===== src/rtl/fetch_stage_pkg.sv =====
// -----------------------------------------------------------------------------
// fetch_stage_pkg
// Shared definitions for the MIPS instruction-fetch stage:
//   IWIDTH         instruction word width
//   PC_INC         byte distance between sequential instructions
//   fetch_state_e  fetch FSM encodings (FS_IDLE / FS_WAIT / FS_DROP)
// -----------------------------------------------------------------------------
package fetch_stage_pkg;

  localparam int unsigned IWIDTH = 32;
  localparam int unsigned PC_INC = 4;

  // IDLE: nothing outstanding; WAIT: one request outstanding;
  // DROP: one request outstanding whose response must be thrown away.
  typedef enum logic [1:0] {
    FS_IDLE = 2'b00,
    FS_WAIT = 2'b01,
    FS_DROP = 2'b10
  } fetch_state_e;

endpackage


===== src/rtl/fetch_skid_buf.sv =====
// -----------------------------------------------------------------------------
// fetch_skid_buf
// One-entry holding buffer for an instruction response that arrives while the
// IF/ID register is stalled.
// Ports:
//   clk         clock, rising edge
//   rst         synchronous active-low reset (empties the entry)
//   load        capture load_instr/load_pc and mark the entry valid
//   drain       entry consumed this cycle; mark it empty
//   clear       discard the entry (branch flush); wins over load and drain
//   load_instr  instruction to capture
//   load_pc     PC of the instruction to capture
//   valid       entry holds an instruction
//   instr, pc   held instruction and its PC
// -----------------------------------------------------------------------------
module fetch_skid_buf #(
  parameter int unsigned IW = 32,
  parameter int unsigned PW = 32
) (
  input  logic          clk,
  input  logic          rst,
  input  logic          load,
  input  logic          drain,
  input  logic          clear,
  input  logic [IW-1:0] load_instr,
  input  logic [PW-1:0] load_pc,
  output logic          valid,
  output logic [IW-1:0] instr,
  output logic [PW-1:0] pc
);

  // Entry storage; a flush outranks a fill, a fill outranks a drain.
  always_ff @(posedge clk) begin
    if (!rst) begin
      valid <= 1'b0;
      instr <= '0;
      pc    <= '0;
    end else if (clear) begin
      valid <= 1'b0;
    end else if (load) begin
      valid <= 1'b1;
      instr <= load_instr;
      pc    <= load_pc;
    end else if (drain) begin
      valid <= 1'b0;
    end
  end

endmodule


===== src/rtl/fetch_stage.sv =====
// -----------------------------------------------------------------------------
// fetch_stage
// Instruction fetch stage plus IF/ID pipeline register. Owns the PC, issues
// one-outstanding requests on a req/gnt/rvalid instruction-memory port, and
// presents a registered instruction, its PC and a valid flag (decoder ce).
// Honours hazard-unit stalls and EX branch redirects (wrong-path flush).
//
// Build option FETCH_SKID_EN:
//   defined   - a response arriving during a stall is parked in a one-entry
//               skid buffer and delivered on the first non-stalled cycle.
//   undefined - such a response is discarded and its address is refetched
//               (pc_q rewinds to inflight_pc) after the stall releases.
//
// Ports:
//   f_i_clk          clock, rising edge
//   f_i_rst          synchronous active-low reset
//   f_o_imem_req     fetch request (combinational)
//   f_o_imem_addr    fetch address (pc_q)
//   f_i_imem_gnt     request accepted this cycle
//   f_i_imem_rvalid  response valid (in order, >= 1 cycle after gnt)
//   f_i_imem_rdata   instruction word
//   f_i_stall        hold IF/ID and stop issuing requests
//   f_i_redirect     taken branch: flush and refetch
//   f_i_redirect_pc  branch target (bits [1:0] ignored)
//   f_o_instr        IF/ID instruction
//   f_o_pc           PC of f_o_instr
//   f_o_pc_plus4     f_o_pc + 4 (wrapping)
//   f_o_ce           IF/ID valid / decoder chip enable
// -----------------------------------------------------------------------------
module fetch_stage
  import fetch_stage_pkg::*;
#(
  parameter int unsigned          PC_WIDTH = 32,
  parameter logic [PC_WIDTH-1:0]  RESET_PC = {PC_WIDTH{1'b0}}
) (
  input  logic                f_i_clk,
  input  logic                f_i_rst,
  output logic                f_o_imem_req,
  output logic [PC_WIDTH-1:0] f_o_imem_addr,
  input  logic                f_i_imem_gnt,
  input  logic                f_i_imem_rvalid,
  input  logic [IWIDTH-1:0]   f_i_imem_rdata,
  input  logic                f_i_stall,
  input  logic                f_i_redirect,
  input  logic [PC_WIDTH-1:0] f_i_redirect_pc,
  output logic [IWIDTH-1:0]   f_o_instr,
  output logic [PC_WIDTH-1:0] f_o_pc,
  output logic [PC_WIDTH-1:0] f_o_pc_plus4,
  output logic                f_o_ce
);

  localparam logic [PC_WIDTH-1:0] PC_STEP    = PC_WIDTH'(PC_INC);
  localparam logic [PC_WIDTH-1:0] ALIGN_MASK = ~(PC_WIDTH'(3));

  fetch_state_e          state_q, state_n;
  logic [PC_WIDTH-1:0]   pc_q, pc_n;
  logic [PC_WIDTH-1:0]   inflight_q, inflight_n;
  logic [IWIDTH-1:0]     instr_q, instr_n;
  logic [PC_WIDTH-1:0]   ifpc_q, ifpc_n;
  logic                  ce_q, ce_n;

  logic                  req_s;
  logic                  fire_s;
  logic                  resp_s;

`ifdef FETCH_SKID_EN
  logic                  skid_load_s;
  logic                  skid_drain_s;
  logic                  skid_clear_s;
  logic                  skid_valid_s;
  logic [IWIDTH-1:0]     skid_instr_s;
  logic [PC_WIDTH-1:0]   skid_pc_s;

  fetch_skid_buf #(
    .IW (IWIDTH),
    .PW (PC_WIDTH)
  ) u_skid (
    .clk        (f_i_clk),
    .rst        (f_i_rst),
    .load       (skid_load_s),
    .drain      (skid_drain_s),
    .clear      (skid_clear_s),
    .load_instr (f_i_imem_rdata),
    .load_pc    (inflight_q),
    .valid      (skid_valid_s),
    .instr      (skid_instr_s),
    .pc         (skid_pc_s)
  );
`endif

  // Request generation: a new request may overlap the response to the
  // previous one, which is what gives 1 instruction/cycle throughput.
  always_comb begin
    req_s  = f_i_rst & ~f_i_redirect & ~f_i_stall &
             ((state_q == FS_IDLE) | ((state_q == FS_WAIT) & f_i_imem_rvalid));
    fire_s = req_s & f_i_imem_gnt;
    resp_s = (state_q == FS_WAIT) & f_i_imem_rvalid;
  end

  // Next-state for FSM, PC registers and IF/ID (redirect > stall > normal).
  always_comb begin
    state_n    = state_q;
    pc_n       = pc_q;
    inflight_n = inflight_q;
    instr_n    = instr_q;
    ifpc_n     = ifpc_q;
    ce_n       = ce_q;
`ifdef FETCH_SKID_EN
    skid_load_s  = 1'b0;
    skid_drain_s = 1'b0;
    skid_clear_s = 1'b0;
`endif
    if (f_i_redirect) begin
      // Flush: no request issues this cycle, any response is wrong-path.
      pc_n = f_i_redirect_pc & ALIGN_MASK;
      ce_n = 1'b0;
`ifdef FETCH_SKID_EN
      skid_clear_s = 1'b1;
`endif
      case (state_q)
        FS_IDLE: state_n = FS_IDLE;
        FS_WAIT: state_n = f_i_imem_rvalid ? FS_IDLE : FS_DROP;
        FS_DROP: state_n = f_i_imem_rvalid ? FS_IDLE : FS_DROP;
        default: state_n = FS_IDLE;
      endcase
    end else begin
      if (fire_s) begin
        inflight_n = pc_q;
        pc_n       = pc_q + PC_STEP;
      end else begin
        inflight_n = inflight_q;
      end

      case (state_q)
        FS_IDLE: state_n = fire_s ? FS_WAIT : FS_IDLE;
        FS_WAIT: begin
          if (f_i_imem_rvalid) begin
            state_n = fire_s ? FS_WAIT : FS_IDLE;
          end else begin
            state_n = FS_WAIT;
          end
        end
        FS_DROP: state_n = f_i_imem_rvalid ? FS_IDLE : FS_DROP;
        default: state_n = FS_IDLE;
      endcase

      if (f_i_stall) begin
        // IF/ID holds everything, ce included; a response that lands now
        // cannot enter IF/ID.
        if (resp_s) begin
`ifdef FETCH_SKID_EN
          skid_load_s = 1'b1;
`else
          pc_n = inflight_q;
`endif
        end else begin
          ce_n = ce_q;
        end
`ifdef FETCH_SKID_EN
      end else if (skid_valid_s) begin
        // Parked response goes first; state is IDLE here so no response
        // can collide with it.
        skid_drain_s = 1'b1;
        instr_n      = skid_instr_s;
        ifpc_n       = skid_pc_s;
        ce_n         = 1'b1;
`endif
      end else if (resp_s) begin
        instr_n = f_i_imem_rdata;
        ifpc_n  = inflight_q;
        ce_n    = 1'b1;
      end else begin
        ce_n = 1'b0;
      end
    end
  end

  // State and pipeline registers.
  always_ff @(posedge f_i_clk) begin
    if (!f_i_rst) begin
      state_q    <= FS_IDLE;
      pc_q       <= RESET_PC;
      inflight_q <= '0;
      instr_q    <= '0;
      ifpc_q     <= '0;
      ce_q       <= 1'b0;
    end else begin
      state_q    <= state_n;
      pc_q       <= pc_n;
      inflight_q <= inflight_n;
      instr_q    <= instr_n;
      ifpc_q     <= ifpc_n;
      ce_q       <= ce_n;
    end
  end

  assign f_o_imem_req  = req_s;
  assign f_o_imem_addr = pc_q;
  assign f_o_instr     = instr_q;
  assign f_o_pc        = ifpc_q;
  assign f_o_pc_plus4  = ifpc_q + PC_STEP;
  assign f_o_ce        = ce_q;

endmodule


===== config.mk =====
export PLATFORM = sky130hd
export DESIGN_NAME = fetch_stage
export DESIGN_NICKNAME = d
export VERILOG_FILES = /design/src/rtl/fetch_stage_pkg.sv /design/src/rtl/fetch_skid_buf.sv /design/src/rtl/fetch_stage.sv
export SDC_FILE = /design/constraint.sdc
export NUM_CORES = 1
export LEC_CHECK = 0
export ABC_AREA = 1
export BUFFER_PORTS_ARGS = -buffer_cell sky130_fd_sc_hd__buf_2
export CORE_ASPECT_RATIO = 0.75
export CORE_MARGIN = 1.5
export CORE_UTILIZATION = 52
export CTS_CLUSTER_DIAMETER = 120
export DETAILED_ROUTE_END_ITERATION = 12
export MAX_ROUTING_LAYER = met4
export PLACE_DENSITY = 0.81
export SYNTH_ARGS = -nofsm -noshare
export SYNTH_HDL_FRONTEND = slang
export SYNTH_SLANG_ARGS = --single-unit

===== constraint.sdc =====
create_clock -name f_i_clk -period 1.85 [get_ports f_i_clk]
set_input_delay 0.4625 -clock f_i_clk [delete_from_list [all_inputs] [get_ports f_i_clk]]
set_output_delay 0.4625 -clock f_i_clk [all_outputs]
set_load 0.05 [all_outputs]

==> impl_results.md, run 1 <==
* Die width at 132 um
* Cell count after synthesis at 936
* Endpoint type of the worst setup path: output port
* Worst VDD drop at 0.749 mV
* Share of cells above drive strength 1 at 41.6%
* Total I/O pin count at 200
* Initial Util at 53.0%
* Final period util at 155%
* Area growth, synth to finish at 62.9%
* Yosys cell types at 32
* Nets at 1324
* Fmax at 350 MHz
* Placement Setup Slack at -0.353 ns
* Required time worst endpoint at 1.39 ns
* Mapped Avg Cell Area at 6.90 um2
* CP max stage cell: nor3_1
* Status: finished, violations left
* Setup Viol. Count Final at 29
* Area leader, netlist: dfxtp_1
* GPL Wtd Cong at 0.972
* GRT Residual Overflow at 0
* P per Cell Area at 692 mW/mm2
* Filler cells at 653
* Clk_lat worst skew at 0.42 ns
* TNS Setup at -16.01 ns
* Iter 0 DRT Violations at 826
* H-tree Lvls at 4
* Vias in the first global route at 6895
* Failing checks: negative setup slack
* Clock Path Buffers at 2
* Top FF cell, synth: dfxtp_1
* Seq/Total Area, Yosys at 40.6%
* Area share of the largest cell type after synthesis at 40.6%
* Asr flop ratio synth at 0%
* First-pass GRT wire length at 34300 um
* Rows at 35
* DR WL/cell at 18.8 um
* Crit-path cells: nand2_1, inv_1, nand2_1, nor3_1, nand4_1, xor2_4, buf_6
* Post-synth EDFFs at 0
* Clk sinks at 131
* Core Footprint at 0.0122 mm2
* Remaining antenna violation count at 0
* Setup Skew at 0.00701 ns
* RSZ-0062 raised after global routing: true
* Synth warn at 0
* Max_slew headroom at 64.4%
* Critical path type: reg -> out
* DR vias at 8264
* #FFs+latches synth at 131
* Detailed-route wire length at 26900 um
* Via-per-instance ratio at 5.79
* Final Max Slew Viols at 0
* Critical path peak fanout at 5
* Count leader, synth: nand2_1
* CP startpoint kind: register
* Final setup margin at -1.01 ns
* Commonest cells in the netlist: 186 x nand2_1, 131 x dfxtp_1, 116 x nor2_1, 105 x o21ai_0, 95 x a21oi_1
* PortBufs at 197
* Top cells by area, synth: dfxtp_1 41%, nand2_1 11%, o21ai_0 8.1%
* Post-layout util at 86.4%
* Inserted Diodes at 0
* Antenna violations before repair at 0
* GRT Util Overall at 34.1%
* Critical Path AT at 2.40 ns
* # DRC at 0
* Maxcap violations at 0
* Post-synthesis cell area at 0.00646 mm2
* Die area at 0.0131 mm2
* Most common cell on crit path: nand2_1
* Worst slew pin tran at 0.531 ns
* Buf/Inv on CP at 2
* CP top delay family: simple AND/OR/NAND/NOR gates
* Min Tclk post-route at 2.86 ns
* Clock transition at path regs at 0.06 ns
* Hold WC Path Type: in -> reg
* Die Span Y at 99.5 um
* Worst path max stage delay at 0.45 ns
* CTS tree: yes
* Fin. Hold Viols at 0
* Clock tree root driver cell: clkbuf_16
* Largest net degree at the start of global routing at 44
* Synth Net Count at 1012
* Total leakage power at 5.03 nW
* CTS Buf Count at 17
* Drt first pass iters at 5
* DP HPWL at 15100 um
area by class of cell:
| cell class | instances | area, um2 | area share [%] |
|---|---|---|---|
| clock buffers | 20 | 468 | 4.45 |
| clock inverters | 12 | 174 | 1.65 |
| inverters | 98 | 390 | 3.71 |
| multi-input cells | 661 | 4120 | 39.2 |
| flip-flops and latches | 131 | 2730 | 25.9 |
| well taps | 166 | 208 | 1.97 |
| repair buffers | 339 | 2430 | 23.1 |
routing by layer:
layer	up-vias	routed length, um	global-route usage (%)
li1	3663	-	-
met1	3841	10400	43.5
met2	621	12600	55.7
met3	139	2510	6.27
met4	0	1300	10.0
met5	-	0	-
path summary, 6_finish.rpt:
check                                          from                end  slack (ns)  depth (start not counted)
worst max-delay path                     f_o_pc[23]   f_o_pc_plus4[30]       -1.01                          7
worst min-delay path            f_i_redirect_pc[24]  f_o_imem_addr[24]        0.24                          3
worst max register to register           state_q[1]         f_o_pc[23]           0                         11
worst min register to register        inflight_q[5]      inflight_q[5]        0.47                          2
stage by stage:
step / hold slack, ns / total power [mW] / std cells / area, um2
floorplan: 0.431 / 3.36 / 936 / 7140
global placement: 0.453 / 3.58 / 1363 / 9040
detailed placement: 0.459 / 3.59 / 1363 / 9040
CTS: 0.226 / 7.20 / 1407 / 10100
global route: 0.240 / 7.43 / 1427 / 10500
finish: 0.237 / 7.28 / 1427 / 10500
where the power goes:
part	switching (mW)	total (mW)	internal (mW)
Clock	1.31	3.68	2.37
Sequential	0.0723	2.93	2.85
Combinational	0.449	0.671	0.222
Total	1.83	7.28	5.45
worst min-delay path: stages:
cell and delay (ns):
buf_2 0.07, nand2_1 0.04, nand2_1 0.05
what timing repair did:
action | CTS | global route
buffers inserted | 13 | 21
hold endpoints to repair | 0 | 0
setup endpoints to repair | 31 | 104
pin swaps | 30 | 44
gates cloned | 0 | 2
resized for setup | 94 | 69
hold buffers | 0 | 0
placed cells by master (no fill, tap or decap), drive strengths merged, types with 6 or more instances in the layout:
master,count
o21ai,107
ha,6
nand3b,9
clkbuf,24
clkinv,6
inv,98
nor3,16
nor2,129
xnor2,7
nand4,22
a21oi,95
buf,335
nand3,49
dfxtp,131
xor2,25
nand2,187
flip-flops by register name (all words and copies together) (netlist names), named ones only:
| name | flops |
|---|---|
| inflight_q | 32 |
| f_o_imem_addr | 30 |
| f_o_pc | 32 |
| f_o_instr | 32 |
| state_q | 2 |
| f_o_ce | 1 |
cell families (layout without fill, tap and decap cells):
logic type,after synthesis,in the layout,share of synthesized area [%]
flip-flops,131,131,40.6
adder cells (fa/ha/maj),6,6,1.16
AND/OR/NAND/NOR,419,419,28.9
XOR/XNOR,32,32,4.34
buffers and inverters,144,469,9.01
AO/OA/AOI/OAI,204,204,15.9
Note: power is estimated with default switching activity, not from simulation.
==> inputs of run 2 (changes only) <==
--- a/config.mk
+++ b/config.mk
@@ -5,11 +5,10 @@
 export SDC_FILE = /design/constraint.sdc
 export NUM_CORES = 1
 export LEC_CHECK = 0
-export ABC_AREA = 1
 export BUFFER_PORTS_ARGS = -buffer_cell sky130_fd_sc_hd__buf_2
 export CORE_ASPECT_RATIO = 0.75
 export CORE_MARGIN = 1.5
-export CORE_UTILIZATION = 52
+export CORE_UTILIZATION = 51
 export CTS_CLUSTER_DIAMETER = 120
 export DETAILED_ROUTE_END_ITERATION = 12
 export MAX_ROUTING_LAYER = met4
==> run 2 against run 1 <==
Against the previous run:
- the flow still finishes with violations (negative setup slack)
- die area fell by 5.8%
- clock skew grew 0.00082 ns
- total power fell by 3.5%
- first-iteration DRC count increased by 7.3%
- critical endpoint is now f_o_pc_plus4[29]
- count of clock-buffer cells in the layout rose by 1
- worst hold slack better by 0.038 ns
- design area down 5.2%
- register-to-register slack got worse by 0.16 ns
- wire length shrank 3.8%
- largest power group unchanged
- cell count shrank 15%
- via count fell by 10%
- global-route usage increased by 5.8 points
==> impl_results.md, run 2 <==
* Final period util at 140% (-15 points)
* Hold WC Path Type: in -> reg
* TNS Setup at -16.15 ns (-0.142 ns)
* CP startpoint kind: register
* Via-per-instance ratio at 6.14 (+5.9%)
* Area leader, netlist: dfxtp_1
* Setup Skew at 0.00782 ns (+0.000820 ns)
* Post-synth EDFFs at 0 (unchanged)
* Die width at 128 um (-2.9%)
* Final Max Slew Viols at 0 (unchanged)
* Remaining antenna violation count at 0 (unchanged)
* Fmax at 387 MHz (+11%)
* Total leakage power at 4.44 nW (-12%)
* Count leader, synth: nand2_1
* Synth Net Count at 838 (-17%)
* GRT Residual Overflow at 0 (unchanged)
* Clock Path Buffers at 2 (unchanged)
* Die Span Y at 96.6 um (-2.9%)
* CTS tree: yes
* Detailed-route wire length at 25900 um (-3.8%)
* RSZ-0062 raised after global routing: true
* Mapped Avg Cell Area at 7.82 um2 (+13%)
* Antenna violations before repair at 1 (+1)
* Critical path type: reg -> out
* Rows at 33 (-5.7%)
* Status: finished, violations left
* Maxcap violations at 0 (unchanged)
* First-pass GRT wire length at 37100 um (+8.0%)
* Core Footprint at 0.0111 mm2 (-8.4%)
* Max_slew headroom at 64.7% (+0.31 points)
* Clock tree root driver cell: clkbuf_16
* Reg2reg setup slack at -0.16 ns (-0.16 ns)
* Worst VDD drop at 0.797 mV (+6.5%)
* Cell count after synthesis at 762 (-19%)
* Post-synthesis cell area at 0.00596 mm2 (-7.7%)
* Critical Path AT at 2.12 ns (-0.28 ns)
* Iter 0 DRT Violations at 886 (+7.3%)
* Dpl cell area at 0.00854 mm2 (-5.6%)
* Vias in the first global route at 6956 (+0.88%)
* Cell Count, Final, Fillers Out at 1209 (-15%)
* Placed Cells incl. Taps at 1152 (-15%)
* Nets at 1131 (-15%)
* Clk sinks at 131 (unchanged)
* Total I/O pin count at 200 (unchanged)
* Yosys cell types at 46 (+44%)
* Commonest cells in the netlist: 222 x nand2_1, 131 x dfxtp_1, 113 x a21oi_1, 45 x xnor2_1, 41 x clkbuf_1
* DR WL/cell at 21.4 um (+14%)
* CTS Buf Count at 17 (unchanged)
* P per Cell Area at 704 mW/mm2 (+1.8%)
* Setup Viol. Count Final at 54 (+86%)
* DR vias at 7418 (-10%)
* Clk_lat worst skew at 0.43 ns (about the same)
* Critical path peak fanout at 5 (unchanged)
* Fin. Hold Viols at 0 (unchanged)
* Failing checks: negative setup slack
* Clock transition at path regs at 0.06 ns (about the same)
* Post-route cell area at 0.00998 mm2 (-5.2%)
* Placement Setup Slack at -0.455 ns (-0.102 ns)
* Final setup margin at -0.733 ns (+0.277 ns)
* GPL Wtd Cong at 0.937 (-3.7%)
* Asr flop ratio synth at 0% (unchanged)
* Required time worst endpoint at 1.39 ns (about the same)
* Worst slew pin tran at 0.530 ns (-0.000543 ns)
* Initial Util at 53.4% (+0.41 points)
* Drt first pass iters at 6 (+1)
* Largest net degree at the start of global routing at 70 (+59%)
* # DRC at 0 (unchanged)
* Min Tclk post-route at 2.58 ns (-0.277 ns)
* Synth warn at 0 (unchanged)
* Die area at 0.0123 mm2 (-5.8%)
* PortBufs at 197 (unchanged)
* H-tree Lvls at 4 (unchanged)
* DP HPWL at 14800 um (-2.4%)
* Post-layout util at 89.5% (+3.1 points)
* Filler cells at 483 (-26%)
* Top FF cell, synth: dfxtp_1
* Most common cell after layout, fill and taps aside: nand2_1
* Most frequent cells in the layout: 213 x nand2_1, 166 x buf_2, 110 x a21oi_1, 93 x buf_4, 84 x dfxtp_1
* Share of cells above drive strength 1 at 47.8% (+6.3 points)
* Area growth, synth to finish at 67.5%
* Endpoint type of the worst setup path: output port
* Top cells by area, synth: dfxtp_1 44%, nand2_1 14%, a21oi_1 9.5%
* Area share of the largest cell type after synthesis at 44.0% (+3.4 points)
* GRT Util Overall at 39.8% (+5.8 points)
* #FFs+latches synth at 131 (unchanged)
* Seq/Total Area, Yosys at 44.0% (+3.4 points)
run 2: changes by cell type after synthesis, moves of 9 or more:
cell,change
nor2_1,-94
xnor2_1,+38
xor2_1,-14
nand3_1,-22
nand4_1,-9
nand3b_1,-9
inv_1,-85
nand2_1,+36
o21ai_0,-94
a22oi_1,+19
clkbuf_1,+10
a21oi_1,+18
run 2: per-stage QoR:
step	hold WS, ns	total power [mW]
after global placement	0.439	3.50
after CTS	0.273	6.96
after detailed placement	0.445	3.51
after global routing	0.276	7.16
final	0.274	7.02
after floorplan	0.430	3.28
run 2: cell type report:
type | instances | area [um2] | area share [%]
Sequential cell | 131 | 2730 | 27.3
Clock inverter | 11 | 111 | 1.12
Multi-Input combinational cell | 571 | 4060 | 40.7
Inverter | 10 | 42.5 | 0.426
Timing Repair Buffer | 324 | 2340 | 23.5
Clock buffer | 21 | 514 | 5.15
Tap cell | 140 | 175 | 1.76
Antenna cell | 1 | 2.50 | 0.0251
run 2: cell families after synthesis:
family | after synthesis | share of synthesized area [%]
AOI/OAI and AO/OA | 166 | 15.5
xor gates and xnor gates | 56 | 8.23
adders and majority gates | 6 | 1.26
buffers and inverters | 60 | 4.30
DFF | 131 | 44.0
muxes | 1 | 0.168
and+or+nand+nor | 342 | 26.6
run 2: power by group:
part           switching (mW)  internal [mW]
Sequential             0.0547           2.85
Clock                    1.36           2.14
Combinational           0.395          0.219
Total                    1.81           5.21
run 2: routing by layer:
metal	vias up	global-route usage, %	part of all wire [%]	wire length, um
met4	0	19.3	5.7	1470
li1	3179	-	-	-
met2	568	64.2	48	12400
met3	136	9.35	10	2660
met5	-	-	0	0
met1	3535	46.9	36	9350
run 2: path summary, 6_finish.rpt:
path | startpoint | endpoint | cells after the start
setup / recovery | f_o_pc[6] | f_o_pc_plus4[29] | 7
hold / removal | f_i_imem_rdata[21] | f_o_instr[21] | 3
setup reg to reg | state_q[1] | f_o_imem_addr[7] | 8
hold reg to reg | f_o_instr[26] | f_o_instr[26] | 2
run 2: repair_timing:
action	4_1_cts	5_1_grt
setup endpoints to repair	64	130
buffers inserted	16	12
hold buffers	0	0
endpoints found under the hold margin	0	0
pin swaps	47	41
gates resized for setup	120	38
cloned	1	0
run 2: worst max-delay path, stage by stage (launching register included):
cell     delay (ns)
dfxtp_4        0.34
and3_4         0.19
nand4_1        0.13
buf_4          0.18
nor3_4         0.32
nand3_2        0.19
xnor2_4        0.17
buf_6          0.18
==> inputs of run 3 (changes only) <==
--- a/config.mk
+++ b/config.mk
@@ -13,6 +13,7 @@
 export DETAILED_ROUTE_END_ITERATION = 12
 export MAX_ROUTING_LAYER = met4
 export PLACE_DENSITY = 0.81
+export SETUP_SLACK_MARGIN = 0.1
 export SYNTH_ARGS = -nofsm -noshare
 export SYNTH_HDL_FRONTEND = slang
 export SYNTH_SLANG_ARGS = --single-unit
==> run 3 against run 2 <==
Against the previous run:
- synthesized cell count is the same
- area after synthesis is the same
- the run now fails in global routing (5_1_grt)
==> impl_results.md, run 3 <==
* Clock tree root driver cell: clkbuf_16
* Mapped Avg Cell Area at 7.82 um2 (unchanged)
* Post-synth EDFFs at 0 (unchanged)
* H-tree Lvls at 4 (unchanged)
* Top FF cell, synth: dfxtp_1
* #FFs+latches synth at 131 (unchanged)
* Largest net degree at the start of global routing at 65
* Area share of the largest cell type after synthesis at 44.0% (unchanged)
* Commonest cells in the netlist: 222 x nand2_1, 131 x dfxtp_1, 113 x a21oi_1, 45 x xnor2_1, 41 x clkbuf_1
* Total I/O pin count at 200 (unchanged)
* PortBufs at 197 (unchanged)
* Yosys cell types at 46 (unchanged)
* Count leader, synth: nand2_1
* Synth Net Count at 838 (unchanged)
* CTS Buf Count at 17 (unchanged)
* Synth warn at 0 (unchanged)
* Failing step: global routing (5_1_grt)
* Seq/Total Area, Yosys at 44.0% (unchanged)
* Clock Path Buffers at 2 (unchanged)
* Clk sinks at 131 (unchanged)
* GRT Residual Overflow at 41
* GPL Wtd Cong at 0.960 (+2.5%)
* Tool error: [ERROR GRT-0232] Routing congestion too high. Check the congestion heatmap in the GUI.
* Die width at 128 um (unchanged)
* Die Span Y at 96.6 um (unchanged)
* GRT Util Overall at 77.0%
* Antenna violations before repair at 3
* Post-GRT worst EP: f_o_pc_plus4[26]
* Area leader, netlist: dfxtp_1
* Cell count after synthesis at 762 (unchanged)
* Top cells by area, synth: dfxtp_1 44%, nand2_1 14%, a21oi_1 9.5%
* Post-synthesis cell area at 0.00596 mm2 (unchanged)
* Worst_ep kind: primary output
* DP HPWL at 14700 um (-0.65%)
* Status: stopped before the end
* Hold buffer count at cts at 0 (unchanged)
* Asr flop ratio synth at 0% (unchanged)
* Rows at 33 (unchanged)
* Initial Util at 53.4% (unchanged)
run 3: what timing repair did:
action | 4_1_cts
buffers inserted | 18
endpoints found under the hold margin | 0
endpoints found under the setup margin | 103
gates cloned | 3
resized for setup | 173
pin swaps | 64
run 3: kinds of logic after synthesis:
group	share of synthesized area [%]
XOR/XNOR	8.23
AO/OA/AOI/OAI	15.5
flip-flops	44.0
multiplexers	0.168
AND/OR/NAND/NOR	26.6
adder cells (fa/ha/maj)	1.26
buffers and inverters	4.30
run 3: stage by stage:
stage               cell area (um2)  instances  TNS (ns)  setup WS (ns)
floorplan                      6820        762    -19.22         -0.459
global placement               8570       1151    -16.67         -0.399
detailed placement             8570       1151    -18.94         -0.437
CTS                           10100       1204    -14.07         -0.614
run 3: routing by layer:
metal  GRT overflow  global-route usage [%]
met1              0                    76.2
met2             26                    92.3
met3              0                    58.6
met4             15                    75.8
met5              -                       -
==> inputs of run 4 (changes only) <==
==> config.mk (replaced) <==
export PLATFORM = sky130hd
export DESIGN_NAME = fetch_stage
export DESIGN_NICKNAME = d
export VERILOG_FILES = /design/src/rtl/fetch_stage_pkg.sv /design/src/rtl/fetch_skid_buf.sv /design/src/rtl/fetch_stage.sv
export SDC_FILE = /design/constraint.sdc
export NUM_CORES = 1
export LEC_CHECK = 0
export BUFFER_PORTS_ARGS = -buffer_cell sky130_fd_sc_hd__buf_2
export CORE_MARGIN = 1.5
export CORE_UTILIZATION = 40
export DETAILED_ROUTE_END_ITERATION = 12
export PLACE_DENSITY_LB_ADDON = 0.15
export SYNTH_ARGS = -nofsm -noshare
export SYNTH_HDL_FRONTEND = slang
export SYNTH_SLANG_ARGS = --single-unit
==> run 4 against run 3 <==
Against the previous run:
- the flow now finishes, with violations (negative setup slack)
==> impl_results.md, run 4 (synthesis gave the netlist of run 2 again) <==
* Status: finished, violations left
* Failing checks: negative setup slack
* Post-layout util at 68.0%
* Crit-path cells: and3_4, nand4_1, buf_6, nor3_4, buf_6, nand3_2, xnor2_4, buf_6
* P_int at 4.98 mW
* Final period util at 137%
* Register area at 0.00273 mm2
* PortBufs at 197 (unchanged)
* Clock tree root driver cell: clkbuf_16
* Critical Path AT at 2.08 ns
* DR WL/cell at 15.1 um
* CP top delay family: simple AND/OR/NAND/NOR gates
* Share of cells above drive strength 1 at 46.6%
* Iter 0 DRT Violations at 342
* Area growth, synth to finish at 66.0%
* Total leakage power at 4.35 nW
* Hold WC Path Type: in -> reg
* RSZ-0062 raised after global routing: true
* Fin. Hold Viols at 0
* First-pass GRT wire length at 30200 um
* Clock Path Buffers at 2 (unchanged)
* Cell Count, Final, Fillers Out at 1247
* P per Cell Area at 669 mW/mm2
* Rows at 44 (+33%)
* Clk sinks at 131 (unchanged)
* CTS tree: yes
* Hold buffer count at cts at 0 (unchanged)
* Net load switching power at 1.63 mW
* Met3 Usage GRT at 5.61%
* Required time worst endpoint at 1.39 ns
* # DRC at 0
* CP max stage cell: dfxtp_4
* H-tree Lvls at 4 (unchanged)
* Die width at 125 um (-2.2%)
* Most frequent cells in the layout: 214 x nand2_1, 166 x buf_2, 112 x a21oi_1, 86 x buf_4, 84 x dfxtp_1
* Vias in the first global route at 6168
* Most common cell after layout, fill and taps aside: nand2_1
* Max_slew headroom at 74.2%
* CP startpoint kind: register
* Setup Viol. Count Final at 30
* Placed Cells incl. Taps at 1202 (+4.4%)
* DR vias at 6322
* DP HPWL at 13400 um (-8.7%)
* Dpl cell area at 0.00871 mm2 (+1.7%)
* Most common cell on crit path: buf_6
* Clock transition at path regs at 0.06 ns
* Setup Skew at 0.00489 ns
* Endpoint type of the worst setup path: output port
* Post-route cell area at 0.00989 mm2
* GRT Util Overall at 23.9%
* Drt first pass iters at 5
* Die Span Y at 125 um (+29%)
* GRT Residual Overflow at 0
* Worst VDD drop at 0.586 mV
* Final Max Slew Viols at 0
* M1 GR Usage at 28.6%
* Total I/O pin count at 200 (unchanged)
* Total power at 6.61 mW
* GPL Wtd Cong at 0.833 (-13%)
* Placement Setup Slack at -0.478 ns (-0.0410 ns)
* Final setup margin at -0.693 ns
* Worst path max stage delay at 0.35 ns
* Initial Util at 41.0% (-12 points)
* Remaining antenna violation count at 0
* Switch share at 24.7%
* Met2 Usage GRT at 41.4%
* Nets at 1125
* Core Footprint at 0.0145 mm2
* Area of the multi-input gates at 0.00402 mm2
* Clk_lat worst skew at 0.43 ns
* Min Tclk post-route at 2.54 ns
* GRT busiest layer: met2
* Worst slew pin tran at 0.386 ns
* Largest net degree at the start of global routing at 60
* Clock Power Share at 47.3%
* Maxcap violations at 0
* Die area at 0.0156 mm2
* Buf/Inv on CP at 3
* CTS Buf Count at 17 (unchanged)
* Comb power frac at 9.0%
* Critical path type: reg -> out
* Detailed-route wire length at 18800 um
* Antenna violations before repair at 1
* Critical path peak fanout at 5
* Flop pwr share at 43.8%
* Fmax at 393 MHz
* Filler cells at 1192
* Via-per-instance ratio at 5.07
## run 4: final cells by class
class | count | area share, %
multi-input combinational | 572 | 40.7
sequential | 131 | 27.6
timing repair buffer | 317 | 23.4
clock buffer | 23 | 4.73
tap | 184 | 2.33
clock inverter | 9 | 0.797
inverter | 10 | 0.443
antenna | 1 | 0.0253
## run 4: final timing paths
| check | cells after the start | slack (ns) | from | end |
|---|---|---|---|---|
| hold / removal | 2 | 0.27 | f_i_redirect_pc[3] | f_o_imem_addr[3] |
| setup / recovery | 8 | -0.69 | f_o_pc[4] | f_o_pc_plus4[25] |
| hold reg to reg | 2 | 0.45 | f_o_instr[14] | f_o_instr[14] |
| setup reg to reg | 8 | -0.05 | state_q[1] | f_o_imem_addr[7] |
## run 4: timing repair
action / in CTS / in global routing
pin swaps: 38 / 20
setup buffers: 8 / 7
resized for setup: 115 / 27
cloned: 1 / 0
endpoints found under the setup margin: 53 / 81
## run 4: power by group through the flow
stage	sequential, mW	combinational [mW]	clock, mW
6_report	2.90	0.592	3.12
5_1_grt	2.90	0.628	3.30
4_1_cts	2.89	0.589	3.17
3_5_place_dp	2.95	0.577	0
3_3_place_gp	2.95	0.575	0
2_1_floorplan	3.10	0.182	0
## run 4: stage by stage
step / hold WS, ns / TNS, ns
2_1_floorplan: 0.430 / -19.27
3_3_place_gp: 0.438 / -18.52
3_5_place_dp: 0.443 / -19.62
4_1_cts: 0.261 / -13.57
5_1_grt: 0.260 / -16.20
6_report: 0.267 / -13.66
## run 4: metal layers
layer | wire [um] | vias up | part of all wire, %
met2 | 9300 | 188 | 49
met1 | 7980 | 2916 | 42
li1 | - | 3177 | -
met3 | 974 | 41 | 5.2
met4 | 563 | 0 | 3.0
met5 | 0 | - | 0
